$ cat src/rtl/bp_table_ctrl.sv
// Branch predictor table controller: after reset/flush it sweeps every entry to INIT_CNT,
// then applies resolved branch updates queued in a 2-entry FIFO, one table write per cycle.
module bp_table_ctrl #(
    parameter int unsigned IDX_W    = 11,
    parameter logic [1:0]  INIT_CNT = 2'b01
) (
    input  logic             clk_i,
    input  logic             rst_i,
    input  logic             flush_req_i,
    input  logic             upd_valid_i,
    input  logic [IDX_W-1:0] upd_idx_i,
    input  logic [31:0]      upd_target_i,
    input  logic             upd_taken_i,
    output logic             upd_ready_o,
    input  logic [1:0]       tbl_cnt_i,
    output logic [IDX_W-1:0] tbl_idx_o,
    output logic             tbl_cnt_we_o,
    output logic [1:0]       tbl_cnt_o,
    output logic             tbl_tgt_we_o,
    output logic [31:0]      tbl_tgt_o,
    output logic             busy_o
);

    typedef enum logic {
        ST_INIT = 1'b0,
        ST_RUN  = 1'b1
    } state_e;

    state_e           state_q;
    logic [IDX_W-1:0] init_cnt_q;

    logic [IDX_W-1:0] fifo_idx_q [2];
    logic [31:0]      fifo_tgt_q [2];
    logic             fifo_tkn_q [2];
    logic             rd_ptr_q;
    logic             wr_ptr_q;
    logic [1:0]       count_q;

    logic             fifo_full;
    logic             fifo_empty;
    logic             push;
    logic             pop;
    logic [IDX_W-1:0] head_idx;
    logic [31:0]      head_tgt;
    logic             head_tkn;

    assign fifo_full  = (count_q == 2'd2);
    assign fifo_empty = (count_q == 2'd0);
    assign head_idx   = fifo_idx_q[rd_ptr_q];
    assign head_tgt   = fifo_tgt_q[rd_ptr_q];
    assign head_tkn   = fifo_tkn_q[rd_ptr_q];

    // Update handshake: a transfer happens on a posedge where upd_valid_i && upd_ready_o.
    // Ready reflects FIFO fullness before any same-cycle pop, is low during flush/reset,
    // and never depends on upd_valid_i.
    assign upd_ready_o = !fifo_full && !flush_req_i && !rst_i;
    assign push        = upd_valid_i && upd_ready_o;
    assign pop         = (state_q == ST_RUN) && !fifo_empty && !flush_req_i && !rst_i;
    assign busy_o      = rst_i || (state_q == ST_INIT);

    always_comb begin
        tbl_idx_o    = '0;
        tbl_cnt_we_o = 1'b0;
        tbl_cnt_o    = '0;
        tbl_tgt_we_o = 1'b0;
        tbl_tgt_o    = '0;
        if (!rst_i) begin
            if (state_q == ST_INIT) begin
                tbl_idx_o    = init_cnt_q;
                tbl_cnt_we_o = 1'b1;
                tbl_cnt_o    = INIT_CNT;
                tbl_tgt_we_o = 1'b1;
            end else if (pop) begin
                tbl_idx_o    = head_idx;
                tbl_cnt_we_o = 1'b1;
                // Two-bit saturating counter
                if (head_tkn) begin
                    tbl_cnt_o = (tbl_cnt_i == 2'b11) ? 2'b11 : tbl_cnt_i + 2'b01;
                end else begin
                    tbl_cnt_o = (tbl_cnt_i == 2'b00) ? 2'b00 : tbl_cnt_i - 2'b01;
                end
                tbl_tgt_we_o = head_tkn;
                tbl_tgt_o    = head_tkn ? head_tgt : 32'h0;
            end
        end
    end

    always_ff @(posedge clk_i) begin
        if (rst_i || flush_req_i) begin
            state_q    <= ST_INIT;
            init_cnt_q <= '0;
            rd_ptr_q   <= 1'b0;
            wr_ptr_q   <= 1'b0;
            count_q    <= 2'd0;
        end else begin
            if (state_q == ST_INIT) begin
                init_cnt_q <= init_cnt_q + IDX_W'(1);
                if (init_cnt_q == '1) begin
                    state_q <= ST_RUN;
                end
            end
            if (push) begin
                fifo_idx_q[wr_ptr_q] <= upd_idx_i;
                fifo_tgt_q[wr_ptr_q] <= upd_target_i;
                fifo_tkn_q[wr_ptr_q] <= upd_taken_i;
                wr_ptr_q             <= ~wr_ptr_q;
            end
            if (pop) begin
                rd_ptr_q <= ~rd_ptr_q;
            end
            case ({push, pop})
                2'b10:   count_q <= count_q + 2'd1;
                2'b01:   count_q <= count_q - 2'd1;
                default: count_q <= count_q;
            endcase
        end
    end

endmodule

$ cat config.mk
export PLATFORM = sky130hd
export DESIGN_NAME = bp_table_ctrl
export DESIGN_NICKNAME = d
export VERILOG_FILES = /design/src/rtl/bp_table_ctrl.sv
export SDC_FILE = /design/constraint.sdc
export NUM_CORES = 1
export LEC_CHECK = 0
export ABC_AREA = 1
export ABC_CLOCK_PERIOD_IN_PS = 5500
export CAP_MARGIN = 20
export CORE_UTILIZATION = 50
export DETAILED_ROUTE_END_ITERATION = 12
export PLACE_DENSITY = 0.79
export SETUP_SLACK_MARGIN = 0.3
export SYNTH_ARGS = -nofsm -noshare
export SYNTH_HDL_FRONTEND = slang
export SYNTH_SLANG_ARGS = --single-unit
$ cat constraint.sdc
create_clock -name clk_i -period 5.5 [get_ports clk_i]
set_clock_uncertainty 0.2 [all_clocks]
set_input_delay 1.375 -clock clk_i [delete_from_list [all_inputs] [get_ports clk_i]]
set_output_delay 1.375 -clock clk_i [all_outputs]
set_load 0.01 [all_outputs]
==> After elaboration in Yosys (flattened, before gate mapping) <==
Memories as Yosys holds them, arrays and structs flattened. A register that Yosys moved wholly into a read port is not among the register bits.
Index checks and enable logic that the tools add are counted.
{ "classes": {"addsub": 5, "eq_ne": 5, "muxes": 31, "n_bitwise": 3, "reduce_logical": 15} }
{ "op_table": {"columns": ["op", "count"], "rows": [
  ["$mux 32", 4],
  ["$mux 11", 3],
  ["$mux 1", 17],
  ["$mux 2", 6],
  ["$add 11x1->11 const B", 1],
  ["$eq 11x11->1 const B", 1],
  ["$eq 2x2->1 const B", 3],
  ["$logic_and 1x1->1", 6],
  ["$add 2x1->2 const B", 2],
  ["$logic_not 1->1", 4],
  ["$logic_not 2->1", 2],
  ["$pmux 2 s2", 1],
  ["$sub 2x1->2 const B", 2],
  ["$not 1->1", 3],
  ["$eq 2x1->1 const B", 1],
  ["$logic_or 1x1->1", 2],
  ["$reduce_bool 2->1", 1]
]} }
{ "totals": {"reg_bits": 16, "mem_bits_rw": 88, "input_bits": 50, "out_inout_bits": 49, "wordCells": 67, "n_memories": 3} }
{ "memory_table": {"columns": ["name", "words", "word_bits", "read_ports", "rd_ports_with_merged_regs", "write_ports", "line_no", "text"], "rows": [
  ["fifo_tgt_q", 2, 32, 1, 1, 1, "33", "logic [31:0] fifo_tgt_q [2];"],
  ["fifo_idx_q", 2, 11, 1, 1, 1, "32", "logic [IDX_W-1:0] fifo_idx_q [2];"],
  ["fifo_tkn_q", 2, 1, 1, 1, 1, "34", "logic fifo_tkn_q [2];"]
]} }

==> Longest topological paths before layout <==
{ "logic_depth": {"depth_word": 8, "ltp_mapped": 13, "depth_no_buf": 11} }

==> Worst setup path after synthesis <==
Ideal clock, no wire load.
{ "synth_timing": {"kind": "input port to flip-flop", "start": "in rst_i", "end": "mem fifo_idx_q[0][0], enable pin", "setup_ns": 0.446, "arrival_ns": 3.710, "t_required_ns": 4.854, "slack_ns": 1.144, "path_stages": 4, "n_path_buf": 1, "cell_sequence": "buf_6 nor2_2 nand3_1 nor2_1"} }
{ "synth_via": {"elab_chain_len": 6, "elab_cells_between_ends": 7, "cone_classes": "mux: 3; reduce/logical: 4"} }
{ "synth_lines": {"columns": ["element", "line_no", "text"], "rows": [
  ["start: declaration", "8", "input logic rst_i,"],
  ["$logic_not 1->1", null, null],
  ["$logic_and 1x1->1", "56", "assign upd_ready_o = !fifo_full && !flush_req_i && !rst_i;"],
  ["$logic_and 1x1->1", "57", "assign push = upd_valid_i && upd_ready_o;"],
  ["$mux 1", "102", "if (push) begin"],
  ["$mux 1 (*)", "89", "if (rst_i || flush_req_i) begin"],
  ["$mux 1 (not written as such) (*)", "103", "fifo_idx_q[wr_ptr_q] <= upd_idx_i;"],
  ["end: declaration", "32", null]
]} }
Mark *: on every way between the ends. The rest lies on a longest branch, timed or not.

==> Worst setup path in the final report <==
{ "layout_timing": {"start": "in rst_i", "end": "out tbl_tgt_o[18]"} }
{ "layout_via": {"elab_chain_len": 5} }
{ "layout_lines": {"columns": ["element", "line_no", "text"], "rows": [
  ["$logic_not 1->1", null, null],
  ["$logic_and 1x1->1", "58", "assign pop = (state_q == ST_RUN) && !fifo_empty && !flush_req_i && !rst_i;"],
  ["$mux 32", "73", "end else if (pop) begin"],
  ["$mux 32", "68", "if (state_q == ST_INIT) begin"],
  ["$mux 32 (*)", "67", "if (!rst_i) begin"],
  ["end: declaration", "20", "output logic [31:0] tbl_tgt_o,"]
]} }
Marks and branches as above.

==> run metrics <==
Reg power frac 62.3%; largest net degree at the start of global routing 45; register area share after synthesis 68.0%; Max Slew Vio Count 0; Critical Path RT 3.92 ns; Non-Filler Instances 601; area added between synthesis and finish 29.3%; hold buffers post-CTS 0; initial antenna violation count 0; clock-pin slew on the worst setup and hold paths 0.10 ns; core box area 8340 um2; Critical Path AT 3.50 ns; Setup violations, final 0; Final Hold Fails 0; fin nets 543; Slew @ Worst Pin 0.621 ns; vias per std cell 5.29; delay-heaviest family, CP buffers and inverters; Gate power share 5.2%; TritonCTS clock tree done; Routed Antenna Nets 0; Initial Util 52.6%; Cell variety after synth 29; final wirelength 9300 um; Final Cycle Share 92.2%; setup TNS 0 ns; Residual DRC 0; setup bufs post-CTS 0; die area 9150 um2; share of layout cells above drive strength 1 13.3%; Placed Cells 584; critical path's largest stage delay 0.55 ns; CP Class input port to primary output; buffer depth of the longest clock path 2; Syn Nets 443; status completed; Slew Limit Headroom 58.5%; Via Count 3179; switching pwr 0.000316 W; Worst Hold Launch rd_ptr_q; Initial DRT Pass Iterations 5; maximum clock frequency 0.197 GHz; Internal 0.00109 W; worst-path fanout max 16; RSZ-0062 raised after global routing no; register bit count reported by yosys 105; GP Congestion 0.841; Worst Setup SP rst_i; Post-Syn Instances 391; min cycle time layout 5.07 ns; maximum vdd drop 0.000175 V; Design Power 0.00141 W; Die Wd 95.7 um; # Max-Cap Violations 0; Sw Share 22.4%; min-delay worst type flip-flop to flip-flop; root buf cell clkbuf_8; first-pass GRT wire length 14600 um; Static Leak 1.96 nW; Iter 0 DRT Violations 206; chip height 95.7 um; # port buffers 98; synth warn 0; global-route usage over all layers 21.6%; total grt overflow 0; reg2reg start state_q; most frequent cells in the layout nand2_1, clkdlybuf4s50_1, edfxtp_1, a21oi_2, nor2_1; # fillers 609; CP cell instances clkdlybuf4s50_1 > inv_4 > nand2_4 > nor2_4 > nand2_2 > inv_2 > nand2_4 > a21oi_2 > clkdlybuf4s50_1; clock insertion delay at the later pin of the skew report 0.36 ns; mapped cell area 4390 um2; critical path capture point type primary output; # IOs 99; row count 33; Clock power frac 32.6%; PD cells 248 nW/um2; Startpoint Class input port; H-tree depth 3; number of global-route vias before repair 3134; Ant. Diodes 0; crit path max-delay cell type clkdlybuf4s50_1; Mapped Avg Cell Area 11.2 um2; Place WS 0.294 ns; Clock Sink Count 105; Final HPWL DP 6040 um; setup ws final 0.429 ns; post-DR wirelength/cell 15.5 um; commonest non-fill, non-tap cell in the layout nand2_1; buffers plus inverters on the worst setup path 4; TritonCTS buffer count 9
==> metal layers <==
layer	global-route usage [%]	wire, um	up-vias
met3	6.22	659	14
met4	8.08	148	0
li1	-	-	1539
met2	36.2	4730	115
met1	26.6	3770	1511
met5	0	0	-
==> registers in the layout, summed over array words and instances (netlist names), named ones only <==
| register | cells |
|---|---|
| init_cnt_q | 11 |
| count_q | 2 |
| wr_ptr_q | 1 |
| state_q | 1 |
| fifo_tgt_q | 64 |
| fifo_idx_q | 22 |
| fifo_tkn_q | 2 |
| rd_ptr_q | 1 |
==> cells by family after synthesis <==
family / Yosys count / share of synthesized area [%]
buffers and inverters: 34 / 3.85
DFF: 105 / 68.0
AOI/OAI and AO/OA: 62 / 10.1
adders and majority gates: 2 / 0.571
and+or+nand+nor: 188 / 17.5
==> Yosys cell counts <==
| cell | instances | area share (%) |
|---|---|---|
| nand2_1 | 135 | 12 |
| edfxtp_1 | 88 | 60 |
| a21oi_2 | 30 | 6.0 |
| nor2_1 | 26 | 2.2 |
| dfxtp_1 | 17 | 7.8 |
| a21oi_1 | 14 | 1.6 |
| inv_1 | 14 | 1.2 |
| nand3_1 | 14 | 1.6 |
| o21ai_0 | 8 | 0.91 |
| clkbuf_1 | 7 | 0.60 |
| buf_2 | 4 | 0.46 |
| buf_6 | 4 | 1.0 |
| o31ai_1 | 4 | 0.68 |
| inv_2 | 3 | 0.26 |
| nor3_1 | 3 | 0.34 |
| or2_2 | 3 | 0.43 |
| ha_1 | 2 | 0.57 |
| nand2_4 | 2 | 0.51 |
| o211ai_1 | 2 | 0.34 |
| o21ai_1 | 2 | 0.23 |
| and3_1 | 1 | 0.14 |
| buf_4 | 1 | 0.17 |
| inv_4 | 1 | 0.14 |
| nand2_2 | 1 | 0.14 |
| nand4_1 | 1 | 0.14 |
| nor2_2 | 1 | 0.14 |
| nor2_4 | 1 | 0.26 |
| o21bai_1 | 1 | 0.17 |
| o22ai_1 | 1 | 0.14 |
==> final cells by class <==
| type | count | area, um2 | share of cell area, % |
|---|---|---|---|
| clock buffer | 9 | 124 | 2.18 |
| clock inverter | 7 | 68.8 | 1.21 |
| inverter | 18 | 70.1 | 1.24 |
| multi-input combinational | 253 | 1270 | 22.4 |
| sequential | 105 | 2980 | 52.6 |
| tap | 105 | 131 | 2.32 |
| timing repair buffer | 104 | 1030 | 18.1 |
==> power groups by stage <==
stage               combinational [W]  sequential, W  clock, W
finish                      0.0000729       0.000877  0.000459
floorplan                   0.0000215       0.000895         0
global placement            0.0000698       0.000895         0
global route                0.0000794       0.000878  0.000495
CTS                         0.0000729       0.000877  0.000467
detailed placement          0.0000727       0.000895         0
==> timing repair <==
action                                  4_1_cts  5_1_grt
endpoints found under the hold margin         0        0
cloned                                        0        1
endpoints found under the setup margin        2        1
pin swaps                                     0        1
gates resized for setup                       1        0
==> stage by stage <==
step	area, um2	utilization [%]	hold WS, ns
finish	5670	68.0	0.306
global route	5670	68.0	0.324
CTS	5660	67.9	0.294
detailed placement	5460	65.5	0.276
global placement	5460	65.5	0.258
floorplan	4390	-	0.241
==> worst paths after layout <==
check             cells after the start       endpoint  slack (ns)
setup reg to reg                      9     count_q[1]        3.15
setup / recovery                      9  tbl_tgt_o[18]        0.43
hold / removal                        1       rd_ptr_q        0.31
hold reg to reg                       1       rd_ptr_q        0.31
Note: power is estimated with default switching activity, not from simulation.
